==> config.mk <==
export PLATFORM = sky130hd
export DESIGN_NAME = stream_frame_sink
export DESIGN_NICKNAME = d
export VERILOG_FILES = /design/src/rtl/stream_frame_sink_pkg.sv /design/src/rtl/frame_ram.sv /design/src/rtl/stream_frame_sink.sv
export SDC_FILE = /design/constraint.sdc
export NUM_CORES = 1
export LEC_CHECK = 0
export BUFFER_PORTS_ARGS = -buffer_cell sky130_fd_sc_hd__buf_2
export CORE_UTILIZATION = 65
export CTS_CLUSTER_DIAMETER = 80
export DETAILED_ROUTE_END_ITERATION = 7
export MAX_ROUTING_LAYER = met4
export PLACE_DENSITY = 0.88
export SLEW_MARGIN = 0
export SYNTH_ARGS = -nofsm -noshare
export SYNTH_HDL_FRONTEND = slang
export SYNTH_HIERARCHICAL = 1
export SYNTH_SLANG_ARGS = --single-unit
==> constraint.sdc <==
create_clock -name clock -period 3.8 [get_ports clock]
set_input_delay 0.95 -clock clock [delete_from_list [all_inputs] [get_ports clock]]
set_output_delay 0.95 -clock clock [all_outputs]
set_load 0.01 [all_outputs]
==> src/rtl/stream_frame_sink_pkg.sv <==
// Shared definitions for the frame sink: FSM state encoding and pointer sizing.
package stream_frame_sink_pkg;

  typedef enum logic [1:0] {
    ST_FILL  = 2'd0,
    ST_TRUNC = 2'd1,
    ST_DRAIN = 2'd2
  } state_t;

  function automatic int ptr_width(input int depth);
    return (depth > 1) ? $clog2(depth) : 1;
  endfunction

endpackage

==> src/rtl/frame_ram.sv <==
// Frame buffer: one synchronous write port, one asynchronous read port.
// Zero-latency read; no flow control, contents are not reset.
module frame_ram
  import stream_frame_sink_pkg::*;
#(
  parameter int DATA_WIDTH = 8,
  parameter int DEPTH      = 16
) (
  input  logic                        i_clk,
  input  logic                        i_we,
  input  logic [ptr_width(DEPTH)-1:0] i_waddr,
  input  logic [DATA_WIDTH-1:0]       i_wdata,
  input  logic [ptr_width(DEPTH)-1:0] i_raddr,
  output logic [DATA_WIDTH-1:0]       o_rdata
);

  logic [DATA_WIDTH-1:0] r_mem [DEPTH];

  always_ff @(posedge i_clk) begin
    if (i_we) begin
      r_mem[i_waddr] <= i_wdata;
    end
  end

  assign o_rdata = r_mem[i_raddr];

endmodule

==> src/rtl/stream_frame_sink.sv <==
// Captures one frame (up to DEPTH bytes, excess discarded) then replays it over valid/ready.
// Replay starts the cycle after in_last; output stalls hold on !out_ready; input ignored while draining.
module stream_frame_sink
  import stream_frame_sink_pkg::*;
#(
  parameter int DATA_WIDTH = 8,
  parameter int DEPTH      = 16
) (
  input  logic                      clock,
  input  logic                      reset,
  input  logic                      enable,
  input  logic [DATA_WIDTH-1:0]     in_data,
  input  logic                      in_valid,
  input  logic                      in_last,
  output logic [DATA_WIDTH-1:0]     out_data,
  output logic                      out_valid,
  input  logic                      out_ready,
  output logic                      out_last,
  output logic [ptr_width(DEPTH):0] frame_length,
  output logic                      frame_overflow,
  output logic                      dropped,
  output logic                      busy
);

  localparam int AW = ptr_width(DEPTH);
  localparam logic [AW:0]   LEN_FULL = (AW+1)'(DEPTH);
  localparam logic [AW-1:0] PTR_LAST = AW'(DEPTH - 1);

  state_t            r_state;
  state_t            w_next;
  logic [AW-1:0]     r_wr_ptr;
  logic [AW-1:0]     r_rd_ptr;
  logic [AW:0]       r_frame_len;
  logic              r_overflow;
  logic              r_dropped;

  logic                  w_accept;
  logic                  w_fill_wr;
  logic                  w_out_hs;
  logic                  w_rd_last;
  logic [DATA_WIDTH-1:0] w_rd_data;

  assign w_accept  = enable & in_valid;
  assign w_fill_wr = w_accept & (r_state == ST_FILL);
  assign w_out_hs  = (r_state == ST_DRAIN) & out_ready;
  assign w_rd_last = ({1'b0, r_rd_ptr} == (r_frame_len - (AW+1)'(1)));

  always_ff @(posedge clock) begin
    if (!reset) begin
      r_state <= ST_FILL;
    end else begin
      r_state <= w_next;
    end
  end

  always_comb begin
    w_next = r_state;
    unique case (r_state)
      ST_FILL: begin
        if (w_accept) begin
          if (in_last) begin
            w_next = ST_DRAIN;
          end else if (r_wr_ptr == PTR_LAST) begin
            w_next = ST_TRUNC;
          end
        end
      end
      ST_TRUNC: begin
        if (w_accept && in_last) begin
          w_next = ST_DRAIN;
        end
      end
      ST_DRAIN: begin
        if (w_out_hs && w_rd_last) begin
          w_next = ST_FILL;
        end
      end
      default: w_next = ST_FILL;
    endcase
  end

  // Write pointer wraps to 0 after byte DEPTH, so TRUNC needs no extra clear.
  always_ff @(posedge clock) begin
    if (!reset) begin
      r_wr_ptr    <= '0;
      r_rd_ptr    <= '0;
      r_frame_len <= '0;
      r_overflow  <= 1'b0;
      r_dropped   <= 1'b0;
    end else begin
      if (w_fill_wr) begin
        r_wr_ptr <= r_wr_ptr + AW'(1);
      end
      if (w_fill_wr && in_last) begin
        r_frame_len <= {1'b0, r_wr_ptr} + (AW+1)'(1);
        r_overflow  <= 1'b0;
      end
      if ((r_state == ST_TRUNC) && w_accept && in_last) begin
        r_frame_len <= LEN_FULL;
        r_overflow  <= 1'b1;
      end
      if (w_out_hs) begin
        if (w_rd_last) begin
          r_rd_ptr <= '0;
          r_wr_ptr <= '0;
        end else begin
          r_rd_ptr <= r_rd_ptr + AW'(1);
        end
      end
      if ((r_state == ST_DRAIN) && w_accept) begin
        r_dropped <= 1'b1;
      end
    end
  end

  frame_ram #(
    .DATA_WIDTH(DATA_WIDTH),
    .DEPTH     (DEPTH)
  ) u_frame_ram (
    .i_clk  (clock),
    .i_we   (w_fill_wr),
    .i_waddr(r_wr_ptr),
    .i_wdata(in_data),
    .i_raddr(r_rd_ptr),
    .o_rdata(w_rd_data)
  );

  assign out_valid      = (r_state == ST_DRAIN);
  assign out_last       = out_valid & w_rd_last;
  assign out_data       = out_valid ? w_rd_data : '0;
  assign busy           = (r_state != ST_FILL);
  assign frame_length   = r_frame_len;
  assign frame_overflow = r_overflow;
  assign dropped        = r_dropped;

endmodule

# Yosys cells after proc, flatten, opt, wreduce, memory -nomap -nowiden
# Memory sizes are Yosys's and may differ from the RTL's. A register that Yosys moved wholly into a read port is not among the register bits.
# Index checks and enable logic that the tools add are counted.
[totals]
register_bits = 17
ram_bits = 128
wordCells = 55
n_memories = 1
[classes]
n_addsub = 4
eq_ne = 8
mux = 19
bitwise = 5
n_reduce_logical = 11
[mem_list]
columns = ["name", "depth", "word_bits", "rd", "rd_clocked_by_memory_dff", "wr", "line_no", "text"]
rows = [
  ["u_frame_ram.r_mem", 16, 8, 1, 1, 1, "frame_ram.sv:17", "logic [DATA_WIDTH-1:0] r_mem [DEPTH];"],
]
[ops]
columns = ["operator", "n"]
rows = [
  ["$mux W4", 6],
  ["$mux W2", 5],
  ["$mux W5", 2],
  ["$add A4 B1 Y4 const B", 2],
  ["$mux W8", 1],
  ["$logic_and A1 B1 Y1", 6],
  ["$pmux W2 S3", 1],
  ["$add A4 B1 Y5 const B", 1],
  ["$eq A4 B5 Y1", 1],
  ["$sub A5 B1 Y5 const B", 1],
  ["$and A1 B1 Y1", 4],
  ["$eq A4 B4 Y1 const B", 1],
  ["$mux W1", 4],
  ["$ne A2 B2 Y1 const B", 2],
  ["$reduce_and A4 Y1", 1],
  ["$reduce_bool A2 Y1", 2],
  ["$ne A3 B2 Y1 const B", 1],
  ["$eq A2 B1 Y1 const B", 1],
  ["$eq A2 B2 Y1 const B", 1],
  ["$logic_not A2 Y1", 1],
  ["$ne A2 B1 Y1 const B", 1],
  ["$reduce_or A2 Y1", 1],
  ["$not A1 Y1", 1],
]

# Logic depth before layout (Yosys ltp)
[depth]
word_depth = 5
mapped_depth = 6
mapped_depth_nobuf = 6

# Cells and area by module
# Netlist, hierarchy kept.
[by_module_without_submodules]
columns = ["mod", "instances", "cells_per_inst", "area_per_inst_um2", "seq_area_each_um2"]
rows = [
  ["frame_ram", 1, 221, 4987.3, 3843.7],
  ["stream_frame_sink", 1, 110, 960.9, 340.3],
]

# Worst setup path before layout
# OpenSTA, ideal clock, no wires.
[synth_timing]
kind = "in2reg"
from = "input in_valid"
to = "memory u_frame_ram.r_mem[0][0] (enable)"
setup_ns = 0.383
t_arrival_ns = 2.507
t_required_ns = 3.417
path_slack_ns = 0.910
path_stages = 4
path_buffers = 1
path_cell_list = "nor4bb_1 > buf_2 > or3b_2 > nor3_1"
[synth_via]
elab_chain_len = 4
[synth_lines]
columns = ["item", "line_no", "text"]
rows = [
  ["start: declaration", "stream_frame_sink.sv:13", "input logic in_valid,"],
  ["$and A1 B1 Y1", "stream_frame_sink.sv:43", "assign w_accept = enable & in_valid;"],
  ["$and A1 B1 Y1", "stream_frame_sink.sv:44", "assign w_fill_wr = w_accept & (r_state == ST_FILL);"],
  ["net w_fill_wr", "stream_frame_sink.sv:38", "logic w_fill_wr;"],
  ["$mux W1", "frame_ram.sv:20", "if (i_we) begin"],
  ["$mux W1 (not written as such)", "frame_ram.sv:21", "r_mem[i_waddr] <= i_wdata;"],
  ["end: declaration", "frame_ram.sv:17", ""],
]
# The timed path passes the listed nets, and every way through them passes these cells.

==> metrics.yaml <==
floorplan:
  fp-row-count: 34
  start_util: 0.675
  core_area_um2: 8810
  die_w_um: 97.7
  dieArea_um2: 9540
  die-height_um: 97.7
  io_pins: 32
placed_design:
  place_congestion: 0.780
  pre_cts_ws_ps: 795
  dpl.hpwl_um: 7150
  placed_area_um2: 6200
  port_buffers: 31
  dp.cells: 463
clocking:
  post-cts-setup-buffer-count: 0
  clk_latency_ps: 520
  cts_resized: 0
  htreeDepth: 4
  cts_hold_buf: 0
  clk_pin_slew_ps: 60
  cts_buffer_depth: 2
  cts_tree: "done"
  cts-root-buf: "clkbuf_8"
  clock_sinks: 145
  cts_buffers: 17
global_route:
  grt_pass1_wl_um: 18400
  grt_usage: 0.282
  grt_max_degree: 37
  grt-ovfl-total: 0
  grt_pass1_vias: 3275
  antenna_found_initial: 0
run_status:
  outcome: "finished clean"
route:
  drtIter0Drc: 390
  vias: 3362
  post-route-drc-count: 0
  dr.pass1.iters: 5
  viasPerCell: 6.81
  drtAntennaViolNets: 0
  wl_per_cell_um: 24.8
  drt-total-wl_um: 12200
power:
  power.density_nw_per_um2: 506
  p_leak_nw: 2.25
  comb_power_share: 0.039
  peakVddDrop_v: 0.000413
  clkPwrFrac: 0.446
  p_int_mw: 2.67
  p_switching_uw: 743
  p_sw_frac: 0.218
  seqPwrFrac: 0.515
setup_path:
  cp-startpoint: "r_rd_ptr[0]"
  cp.required_ps: 2850
  path_max_fanout: 21
  critPathLaunchType: "register"
  path_class: "register to output port"
  reg2regPathDepth: 4
  arrival_ps: 2640
  timing.rr.end: "u_frame_ram/r_mem[15][6]"
  crit_path_end_kind: "output port"
  cp-endpoint: "out_data[0]"
  reg2reg_from: "r_state[0]"
  ff2ff_setup_slack_ps: 1530
synthesis:
  yosysWarnings: 6
  synthCells: 331
  synth_top_flop_cell: "edfxtp_1"
  synthArstFlopShare: 0
  synth_cell_type_count: 43
  synth-edff-count: 128
  synth-seq-cells: 145
  syn_area_per_cell_um2: 18.0
  ys_seq_area_frac: 0.703
  syn_nets: 348
  synthesis.area_um2: 5950
finish:
  stdcell_area_um2: 6750
  fillCellCount: 480
  area_growth_pct: 13.4
  layout.nets: 391
  finalNonFillerCells: 494
  drive_gt1_frac: 0.238
  n_antenna_cell: 0
sta:
  slew_viol_final: 0
  max_slew_margin: 0.387
  rsz0062_at_grt: "no"
  setup_viol: 0
  fin_worst_skew_ps: 7.30
  fmax_mhz: 279
  worst_slack_ps: 214
  worst_pin_slew_ps: 917
  final.setup.tns_ps: 0
  finalHoldViolations: 0
  min_period_over_period: 0.944
  min_period_ps: 3590
worst_hold_path:
  holdCritPathClass: "register to register"
run:
  cap_viol_max_count: 0
==> cell type report <==
cell class | count | area (um2) | area share
clock buffers | 17 | 414 | 0.0614
clock inverters | 14 | 134 | 0.0198
inverters | 3 | 11.3 | 0.00167
multi-input cells | 167 | 1630 | 0.242
flip-flops and latches | 145 | 4190 | 0.620
well taps | 108 | 135 | 0.0200
repair buffers | 40 | 235 | 0.0349
==> through the flow <==
step           total power, mW  hold slack [ps]  utilization
2_1_floorplan             1.86              488            -
3_3_place_gp              1.91              457        0.704
3_5_place_dp              1.92              477        0.704
4_1_cts                   3.42              486        0.766
5_1_grt                   3.49              538        0.766
6_report                  3.41              481        0.766
==> critical path, stage by stage (launching register included) <==
cell and delay (ps):
dfxtp_2 530, buf_12 250, mux4_1 600, a22oi_1 350, nand2_1 110, and2_1 150
buf_2 140
==> power groups by stage <==
| stage | Sequential [mW] | Combinational, mW | Clock [mW] |
|---|---|---|---|
| global route | 1.76 | 0.141 | 1.59 |
| detailed placement | 1.79 | 0.126 | 0 |
| floorplan | 1.79 | 0.0747 | 0 |
| CTS | 1.76 | 0.131 | 1.53 |
| finish | 1.76 | 0.132 | 1.52 |
| global placement | 1.79 | 0.120 | 0 |
==> cell usage after synthesis (6+ instances only) <==
cell type / instances / area, um2
edfxtp_1: 128 / 3840
nor3_1: 6 / 30.0
and2_1: 11 / 68.8
dfxtp_1: 17 / 340
mux4_1: 14 / 368
buf_2: 6 / 30.0
nor2_1: 19 / 71.3
nand2_1: 16 / 60.1
nand3_1: 9 / 45.0
mux4_2: 18 / 405
a22oi_1: 16 / 120
==> metal layers <==
layer	up-vias	GRT usage	wire [um]
met2	204	0.460	6310
met5	-	-	0
met1	1689	0.351	4740
li1	1437	-	-
met4	0	0.110	254
met3	32	0.0604	932
==> placed cells by master, fill, tap and decap left out, types with 6 or more instances in the layout <==
master,n
edfxtp_1,128
buf_2,31
nor2_1,19
mux4_2,18
nand2_1,16
clkbuf_16,16
dfxtp_1,16
a22oi_1,16
mux4_1,14
and2_1,11
nand3_1,9
buf_4,8
nor3_1,6
==> state kept, by name (all words and copies together), names as in the netlist <==
signal	flops
dropped	1
frame_length	5
frame_overflow	1
r_rd_ptr	4
r_state	2
r_wr_ptr	4
u_frame_ram/r_mem	128
==> cells by family after synthesis <==
kind of cell / after synthesis / synth area share
XOR/XNOR: 9 / 0.0133
AO/OA/AOI/OAI: 38 / 0.0478
buffers and inverters: 19 / 0.0221
adder cells (fa/ha/maj): 3 / 0.00631
flip-flops: 145 / 0.703
AND/OR/NAND/NOR: 84 / 0.0755
multiplexers: 33 / 0.132
==> worst min path at each step <==
stage	start	end	slack (ps)	cells after the start
final	frame_overflow	frame_overflow	480	2
after global routing	frame_overflow	frame_overflow	540	2
after CTS	frame_overflow	frame_overflow	490	2
after detailed placement	frame_overflow	frame_overflow	480	2
after global placement	frame_overflow	frame_overflow	460	2
after floorplan	frame_overflow	frame_overflow	490	2
(Power assumes the default switching activity.)
